[config.mk]
export PLATFORM = sky130hd
export DESIGN_NAME = lot_occupancy_counter
export DESIGN_NICKNAME = d
export VERILOG_FILES = /design/src/rtl/lot_occupancy_counter.sv
export SDC_FILE = /design/constraint.sdc
export NUM_CORES = 1
export LEC_CHECK = 0
export CORE_MARGIN = 3
export CORE_UTILIZATION = 43
export DETAILED_ROUTE_END_ITERATION = 6
export PLACE_DENSITY = 0.68
export SYNTH_ARGS = -nofsm -noshare
export SYNTH_HDL_FRONTEND = slang
export SYNTH_SLANG_ARGS = --single-unit
[constraint.sdc]
create_clock -name clk -period 1.8 [get_ports clk]
set_input_delay 0.18 -clock clk [delete_from_list [all_inputs] [get_ports clk]]
set_output_delay 0.18 -clock clk [all_outputs]
set_load 0.05 [all_outputs]
[src/rtl/lot_occupancy_counter.sv]
// Lot occupancy counter: saturating up/down count of cars with full/empty and sticky error flags.
// Define OCCUPANCY_BCD_EN to add a serial double-dabble converter that drives two BCD digits.
module lot_occupancy_counter #(
  parameter int CAPACITY = 99,
  parameter int CNT_W    = 7
) (
  input  logic             clk,
  input  logic             reset_n,
  input  logic             enter,
  input  logic             exit,
  input  logic             clear,
  output logic [CNT_W-1:0] count,
  output logic             full,
  output logic             empty,
  output logic             overflow,
  output logic             underflow
`ifdef OCCUPANCY_BCD_EN
  ,
  output logic [3:0]       bcd_tens,
  output logic [3:0]       bcd_ones,
  output logic             bcd_valid
`endif
);

  localparam logic [CNT_W-1:0] CAP_C = CNT_W'(CAPACITY);

  logic             enter_d_reg, exit_d_reg;
  logic             enter_ev, exit_ev;
  logic [CNT_W-1:0] count_reg, count_next;
  logic             overflow_reg, overflow_next;
  logic             underflow_reg, underflow_next;

  assign enter_ev = enter & ~enter_d_reg;
  assign exit_ev  = exit & ~exit_d_reg;

  always_comb begin
    count_next     = count_reg;
    overflow_next  = overflow_reg;
    underflow_next = underflow_reg;
    if (clear) begin
      count_next     = '0;
      overflow_next  = 1'b0;
      underflow_next = 1'b0;
    end else if (enter_ev && exit_ev) begin
      // Simultaneous entry and exit cancel out, even at the limits.
      count_next = count_reg;
    end else if (enter_ev) begin
      if (count_reg < CAP_C) count_next = count_reg + CNT_W'(1);
      else                   overflow_next = 1'b1;
    end else if (exit_ev) begin
      if (count_reg != '0) count_next = count_reg - CNT_W'(1);
      else                 underflow_next = 1'b1;
    end
  end

  always_ff @(posedge clk or negedge reset_n) begin
    if (!reset_n) begin
      enter_d_reg   <= 1'b0;
      exit_d_reg    <= 1'b0;
      count_reg     <= '0;
      overflow_reg  <= 1'b0;
      underflow_reg <= 1'b0;
    end else begin
      enter_d_reg   <= enter;
      exit_d_reg    <= exit;
      count_reg     <= count_next;
      overflow_reg  <= overflow_next;
      underflow_reg <= underflow_next;
    end
  end

  assign count     = count_reg;
  assign full      = (count_reg == CAP_C);
  assign empty     = (count_reg == '0);
  assign overflow  = overflow_reg;
  assign underflow = underflow_reg;

`ifdef OCCUPANCY_BCD_EN
  localparam int SR_W = CNT_W + 8;
  localparam int IT_W = $clog2(CNT_W + 1);
  localparam logic [IT_W-1:0] LAST_IT = IT_W'(CNT_W - 1);

  typedef enum logic [1:0] {BCD_IDLE, BCD_SHIFT, BCD_DONE} bcd_state_t;

  bcd_state_t       state_reg, state_next;
  logic [SR_W-1:0]  shift_reg, shift_next, shift_adj;
  logic [CNT_W-1:0] last_conv_reg, last_conv_next;
  logic [IT_W-1:0]  iter_reg, iter_next;
  logic [3:0]       tens_reg, tens_next, ones_reg, ones_next;
  logic             valid_reg, valid_next;

  // Shift register layout: {tens, ones, binary}; each BCD nibble gets its add-3 correction.
  assign shift_adj[CNT_W-1:0] = shift_reg[CNT_W-1:0];
  for (genvar gi = 0; gi < 2; gi++) begin : g_nib
    logic [3:0] nib;
    assign nib = shift_reg[CNT_W+4*gi +: 4];
    assign shift_adj[CNT_W+4*gi +: 4] = (nib >= 4'd5) ? nib + 4'd3 : nib;
  end

  always_comb begin
    state_next     = state_reg;
    shift_next     = shift_reg;
    last_conv_next = last_conv_reg;
    iter_next      = iter_reg;
    tens_next      = tens_reg;
    ones_next      = ones_reg;
    valid_next     = valid_reg;
    case (state_reg)
      BCD_IDLE: begin
        if (count_reg != last_conv_reg) begin
          shift_next     = {8'd0, count_reg};
          last_conv_next = count_reg;
          iter_next      = '0;
          valid_next     = 1'b0;
          state_next     = BCD_SHIFT;
        end
      end
      BCD_SHIFT: begin
        shift_next = {shift_adj[SR_W-2:0], 1'b0};
        iter_next  = iter_reg + IT_W'(1);
        if (iter_reg == LAST_IT) state_next = BCD_DONE;
      end
      BCD_DONE: begin
        tens_next  = shift_reg[CNT_W+4 +: 4];
        ones_next  = shift_reg[CNT_W +: 4];
        // Stay invalid if the count moved mid-conversion; IDLE re-converts next cycle.
        valid_next = (count_reg == last_conv_reg);
        state_next = BCD_IDLE;
      end
      default: state_next = BCD_IDLE;
    endcase
  end

  always_ff @(posedge clk or negedge reset_n) begin
    if (!reset_n) begin
      state_reg     <= BCD_IDLE;
      shift_reg     <= '0;
      last_conv_reg <= '0;
      iter_reg      <= '0;
      tens_reg      <= 4'd0;
      ones_reg      <= 4'd0;
      valid_reg     <= 1'b1;
    end else begin
      state_reg     <= state_next;
      shift_reg     <= shift_next;
      last_conv_reg <= last_conv_next;
      iter_reg      <= iter_next;
      tens_reg      <= tens_next;
      ones_reg      <= ones_next;
      valid_reg     <= valid_next;
    end
  end

  assign bcd_tens  = tens_reg;
  assign bcd_ones  = ones_reg;
  assign bcd_valid = valid_reg;
`endif

endmodule

==> results of run 1 <==
-- layout make-up --
cell class,count,area [um2]
Inverter,3,11.26
Sequential cell,11,282.8
Clock inverter,1,5.005
Timing Repair Buffer,35,314.1
Clock buffer,3,22.52
Tap cell,24,30.03
Fill cell,108,359.1
Multi-Input combinational cell,67,586.8
-- power breakdown --
group          switching [mW]  total, mW  internal [mW]
clock network          0.0932      0.175         0.0823
logic                   0.622       1.16          0.543
registers              0.0564      0.354          0.297
total                   0.771       1.69          0.922
-- cells by family after synthesis --
kind of cell	after synthesis	share of synthesized area
buf+inv	5	0.03376
flops	11	0.3537
xor+xnor	5	0.05627
fa+ha+maj	6	0.09646
simple gates	34	0.2428
compound gates	22	0.2171
-- layer usage --
layer | vias to the layer above | global-route usage | part of all wire
met2 | 29 | 0.3280 | 0.51
met4 | 0 | 0.04265 | 0.0045
met1 | 391 | 0.2629 | 0.42
met3 | 2 | 0.06135 | 0.069
met5 | - | 0 | 0
li1 | 384 | - | -
-- path summary, 6_finish.rpt --
path,end,depth (start not counted)
worst max register to register,count[5],6
max in group asynchronous,count[4],1
worst min register to register,underflow,2
worst max-delay path,count[5],6
min in group clk,exit_d_reg,1
worst min-delay path,exit_d_reg,1
-- per-stage QoR --
step	power, mW	TNS, ps	area (um2)	setup slack (ps)
final	1.694	-13.46	1252	-13.46
after global routing	1.796	-194.1	1252	-81.23
after CTS	1.573	0	1175	0.2145
after detailed placement	1.345	-2517	1111	-450.5
after global placement	1.331	-2247	1111	-405.6
after floorplan	0.9701	-52.22	815.8	-52.22
-- worst register-to-register path: stages, from the launching register on --
cell and delay [ps]:
dfrtp_1 370, nand2b_4 210, ha_4 270, or2_4 230
o31a_1 120, a2111o_1 440, o311ai_2 80
-- cells in the final DEF (no fill, tap or decap), types with 2 or more instances in the layout --
cell type,count
a21oi_1,3
a21oi_2,3
buf_12,2
buf_4,23
clkbuf_4,3
clkdlybuf4s50_1,9
dfrtp_1,5
dfrtp_2,6
ha_1,3
ha_4,3
inv_1,3
nand2_1,5
nand2_4,2
nand2b_1,4
nand4_1,2
nor2_1,7
nor2_4,2
o22ai_1,3
xnor2_1,4
-- timing repair --
item | in CTS | in global routing
pin swaps | 0 | 12
setup buffers | 1 | 3
gates resized for setup | 6 | 11
setup endpoints to repair | 8 | 9
==> summary.md, run 1 <==
| Metric | Value |
|---|---|
| Yosys reg bits | 11 |
| EDFF count, synth | 0 |
| Antenna-violating nets left | 0 |
| First-pass DRT Iterations | 4 |
| Yosys top cell area share | 0.3537 |
| Dpl cells | 136 |
| Critical path fanouts, max | 7 |
| # DRC | 0 |
| CTS tree | yes |
| PD cells | 1352 nW/um2 |
| TritonCTS Buffers | 3 |
| Max stage delay on crit path | 440 ps |
| Worst hold slack | 248.1 ps |
| Routability cong. | 0.8521 |
| Core area | 1612 um2 |
| Peak VDD IR | 890.9 uV |
| CP max-delay cell | a2111o_1 |
| Max Clock Skew | 8.875 ps |
| Mapped Area | 778.2 um2 |
| Row cnt | 14 |
| Die W | 48.54 um |
| Top-count cell post-synth | dfrtp_1 |
| Top post-synthesis cells by area | dfrtp_1 35%, ha_1 9.6%, xnor2_1 5.6% |
| Cells after synthesis | 83 |
| R2r setup slk | -10 ps |
| Warnings from Yosys | 0 |
| CTS H-tree depth | 1 |
| Setup violators final | 1 |
| Ys flop type | dfrtp_1 |
| Clk_lat worst skew | 270 ps |
| Clock Tree Buf Depth | 2 |
| Buf/Inv on CP | 0 |
| Final Max Tran Viols | 0 |
| CP startpoint kind | register |
| IO Pins | 16 |
| Crit end category | register |
| Max Freq | 551.4 MHz |
| CP cell instances | nand2b_4, ha_4, or2_4, o31a_1, a2111o_1, o311ai_2 |
| Cell variety after synth | 36 |
| Pin count of the biggest net entering global routing | 15 |
| Critical path class | register to register |
| Status | finished, violations left |
| Failing checks | negative setup slack |
| DRT iter0 DRCs | 20 |
| Hold buffer count at CTS | 0 |
| Vias in the first global route | 804 |
| Worst-path clk slew | 80 ps |
| CP Data Arrival Time | 1990 ps |
| Final worst slack | -13.46 ps |
| Crit path max-delay family | compound AO/OA/AOI/OAI gates |
| Unrepaired setup endpoints after global routing | yes |
| Minimum clock period | 1813 ps |
| Period utilization | 1.007 |
| Worst r2r src | enter_d_reg |
| Class of the worst hold path | input pin to async pin |
| DR vias/cell | 5.597 |
| CTS sink cnt | 11 |
| Global-route wire length before repair | 3684 um |
| Pleak | 0.5369 nW |
| Final Core Density | 0.7772 |
| Asr flop ratio synth | 1.000 |
| Top cell type by total area after synthesis | dfrtp_1 |
| Critical Path RT | 1980 ps |
| Post-Route WL | 2229 um |
| Antenna diodes | 0 |
| Buffers on Ports | 15 |
| Mapped Nets | 94 |
| Most frequent cells after synthesis | 11 x dfrtp_1, 9 x nor2_1, 6 x ha_1, 6 x nand2_1 |
| Wire per inst | 15.48 um |
| Tightest Pin Transition | 533.4 ps |
| Post-DP HPWL | 1540 um |
| Finished Layout Cells | 144 |
| GRT overflow | 0 |
| GR Util All Layers | 0.2013 |
| Number of antenna violations at the first check in global routing | 0 |
| Vias | 806 |
| Layout cell share with drive strength beyond 1 | 0.4667 |
| Crit path from | enter_d_reg |
| Share of the yosys chip area belonging to registers | 0.3537 |
| Syn Area/Cell | 9.376 um2 |
| Hold Vio Cnt, Final | 0 |
| Area Growth Syn to Fin | 60.93% |
| Die area | 2356 um2 |
| Initial core utilization | 0.4829 |
| Max-cap viol count | 0 |
| Nets | 132 |
| Max reg flops | 7 |
| Slew margin rel. | 0.6433 |
| Root Driver | clkbuf_4 |
| Die Ht | 48.54 um |
Note: power is estimated with default switching activity, not from simulation.
==> run 2: changes to the inputs <==
CORE_MARGIN = 1   (was 3)
TNS_END_PERCENT = 100   (was unset)
==> summary.md, run 2 (synthesis results as in run 1) <==
| Metric | Value |
|---|---|
| Crit path from | enter_d_reg |
| Worst r2r src | enter_d_reg |
| Buffers on Ports | 15 (unchanged) |
| Pin count of the biggest net entering global routing | 15 (unchanged) |
| CP max-delay cell | dfrtp_1 |
| Layout cell share with drive strength beyond 1 | 0.5238 (+0.05714) |
| Max stage delay on crit path | 370 ps (-70 ps) |
| Final worst slack | -88.97 ps (-75.51 ps) |
| CTS sink cnt | 11 (unchanged) |
| Routability cong. | 0.9117 (+7.0%) |
| Die W | 44.54 um (-8.2%) |
| Class of the worst hold path | input pin to async pin |
| Die Ht | 44.54 um (-8.2%) |
| Nets | 138 (+4.5%) |
| IO Pins | 16 (unchanged) |
| Antenna-violating nets left | 0 (unchanged) |
| Unrepaired setup endpoints after global routing | yes |
| Pwr Total | 1.774 mW (+4.7%) |
| Setup violators final | 2 (+1) |
| Antenna diodes | 0 (unchanged) |
| CP startpoint kind | register |
| Pleak | 0.5829 nW (+8.6%) |
| Max Clock Skew | 12.07 ps (+3.194 ps) |
| Hold buffer count at CTS | 0 (unchanged) |
| Root Driver | clkbuf_4 |
| Area Growth Syn to Fin | 75.72% |
| CP Data Arrival Time | 2030 ps (+40 ps) |
| Critical path class | register to register |
| Worst-path clk slew | 80 ps (about the same) |
| Critical path fanouts, max | 3 (-4) |
| Vias in the first global route | 809 (+0.62%) |
| Failing checks | negative setup slack |
| TritonCTS Buffers | 3 (unchanged) |
| Tightest Pin Transition | 541.2 ps (+7.774 ps) |
| Period utilization | 1.049 (+0.04195) |
| GRT overflow | 0 (unchanged) |
| Clk_lat worst skew | 280 ps (about the same) |
| PD cells | 1297 nW/um2 (-4.1%) |
| Max Freq | 529.4 MHz (-4.0%) |
| Finished Layout Cells | 151 (+4.9%) |
| Commonest non-fill, non-tap cell in the layout | buf_4 |
| Wire per inst | 17.05 um (+10%) |
| Hold Vio Cnt, Final | 0 (unchanged) |
| Dpl cells | 141 (+3.7%) |
| Max-cap viol count | 0 (unchanged) |
| Row cnt | 15 (+1) |
| First-pass DRT Iterations | 4 (unchanged) |
| Die area | 1984 um2 (-16%) |
| Critical Path RT | 1950 ps (-30 ps) |
| Post-DP HPWL | 1652 um (+7.3%) |
| Global-route wire length before repair | 3795 um (+3.0%) |
| DRT iter0 DRCs | 14 (-30%) |
| Crit end category | register |
| Core area | 1708 um2 (+6.0%) |
| Clock Tree Buf Depth | 2 (unchanged) |
| Pre-CTS setup slack | -351.4 ps (+99.13 ps) |
| Max reg flops | 7 (unchanged) |
| Final Max Tran Viols | 0 (unchanged) |
| Number of antenna violations at the first check in global routing | 0 (unchanged) |
| Peak VDD IR | 718.0 uV (-19%) |
| GR Util All Layers | 0.2710 (+0.06966) |
| CTS H-tree depth | 1 (unchanged) |
| Status | finished, violations left |
| Final Core Density | 0.8007 (+0.02356) |
| CTS tree | yes |
| Post-Route WL | 2575 um (+16%) |
| Vias | 859 (+6.6%) |
| Slew margin rel. | 0.6381 (-0.005199) |
| # DRC | 0 (unchanged) |
| DR vias/cell | 5.689 (+1.6%) |
| Initial core utilization | 0.4557 (-0.02724) |
| Commonest non-fill, non-tap cells in the layout | 27 x buf_4, 9 x clkdlybuf4s50_1, 7 x nor2_1 |
| Worst hold slack | 241.6 ps (-6.502 ps) |
| Minimum clock period | 1889 ps (+75.51 ps) |
| CP cell instances | nand2b_4, buf_4, xnor2_4, inv_1, ha_2, a21oi_4, o21ai_1, xnor2_1, o22ai_1 |
[run 2: per-stage QoR]
step | cell area, um2 | setup TNS (ps)
after global routing | 1368 | -210.2
after floorplan | 815.8 | -52.22
after detailed placement | 1145 | -1808
final | 1368 | -124.5
after CTS | 1254 | -15.02
after global placement | 1145 | -1415
[run 2: routing by layer]
layer	part of all wire	track usage
met1	0.41	0.3535
met4	0.027	0.1394
met5	0	0
met2	0.53	0.4382
met3	0.030	0.03265
[run 2: final cells by class]
type,instances,area [um2]
flip-flops and latches,11,282.8
fillers,116,340.3
repair buffers,41,367.9
inverters,3,11.26
well taps,25,31.28
clock buffers,4,26.28
multi-input cells,67,648.1
[run 2: final timing paths]
check | to | slack [ps] | cells past startpoint
worst max-delay path | count[4] | -90 | 9
worst min-delay path | exit_d_reg | 240 | 1
worst max register to register | count[4] | -90 | 9
worst min register to register | underflow | 530 | 2
max in group asynchronous | count[2] | 1160 | 1
min in group clk | exit_d_reg | 360 | 1
[run 2: worst max-delay path: cells and delay by family (launching register included)]
kind | cells | cell delay [ps]
buffers and inverters | 2 | 210
AND/OR/NAND/NOR | 1 | 160
XOR/XNOR | 2 | 430
adder cells (fa/ha/maj) | 1 | 180
AO/OA/AOI/OAI | 3 | 390
flip-flops | 1 | 370
[run 2: repair_timing]
action,CTS,global route
setup buffers,1,5
setup endpoints to repair,7,8
endpoints found under the hold margin,0,0
resized for setup,11,14
cloned,0,0
pin swaps,7,10
[run 2: report_power, final]
group	leakage [nW]	internal [mW]	switching, mW
Combinational	0.432	0.572	0.673
Sequential	0.136	0.297	0.0510
Clock	0.0150	0.0861	0.0945
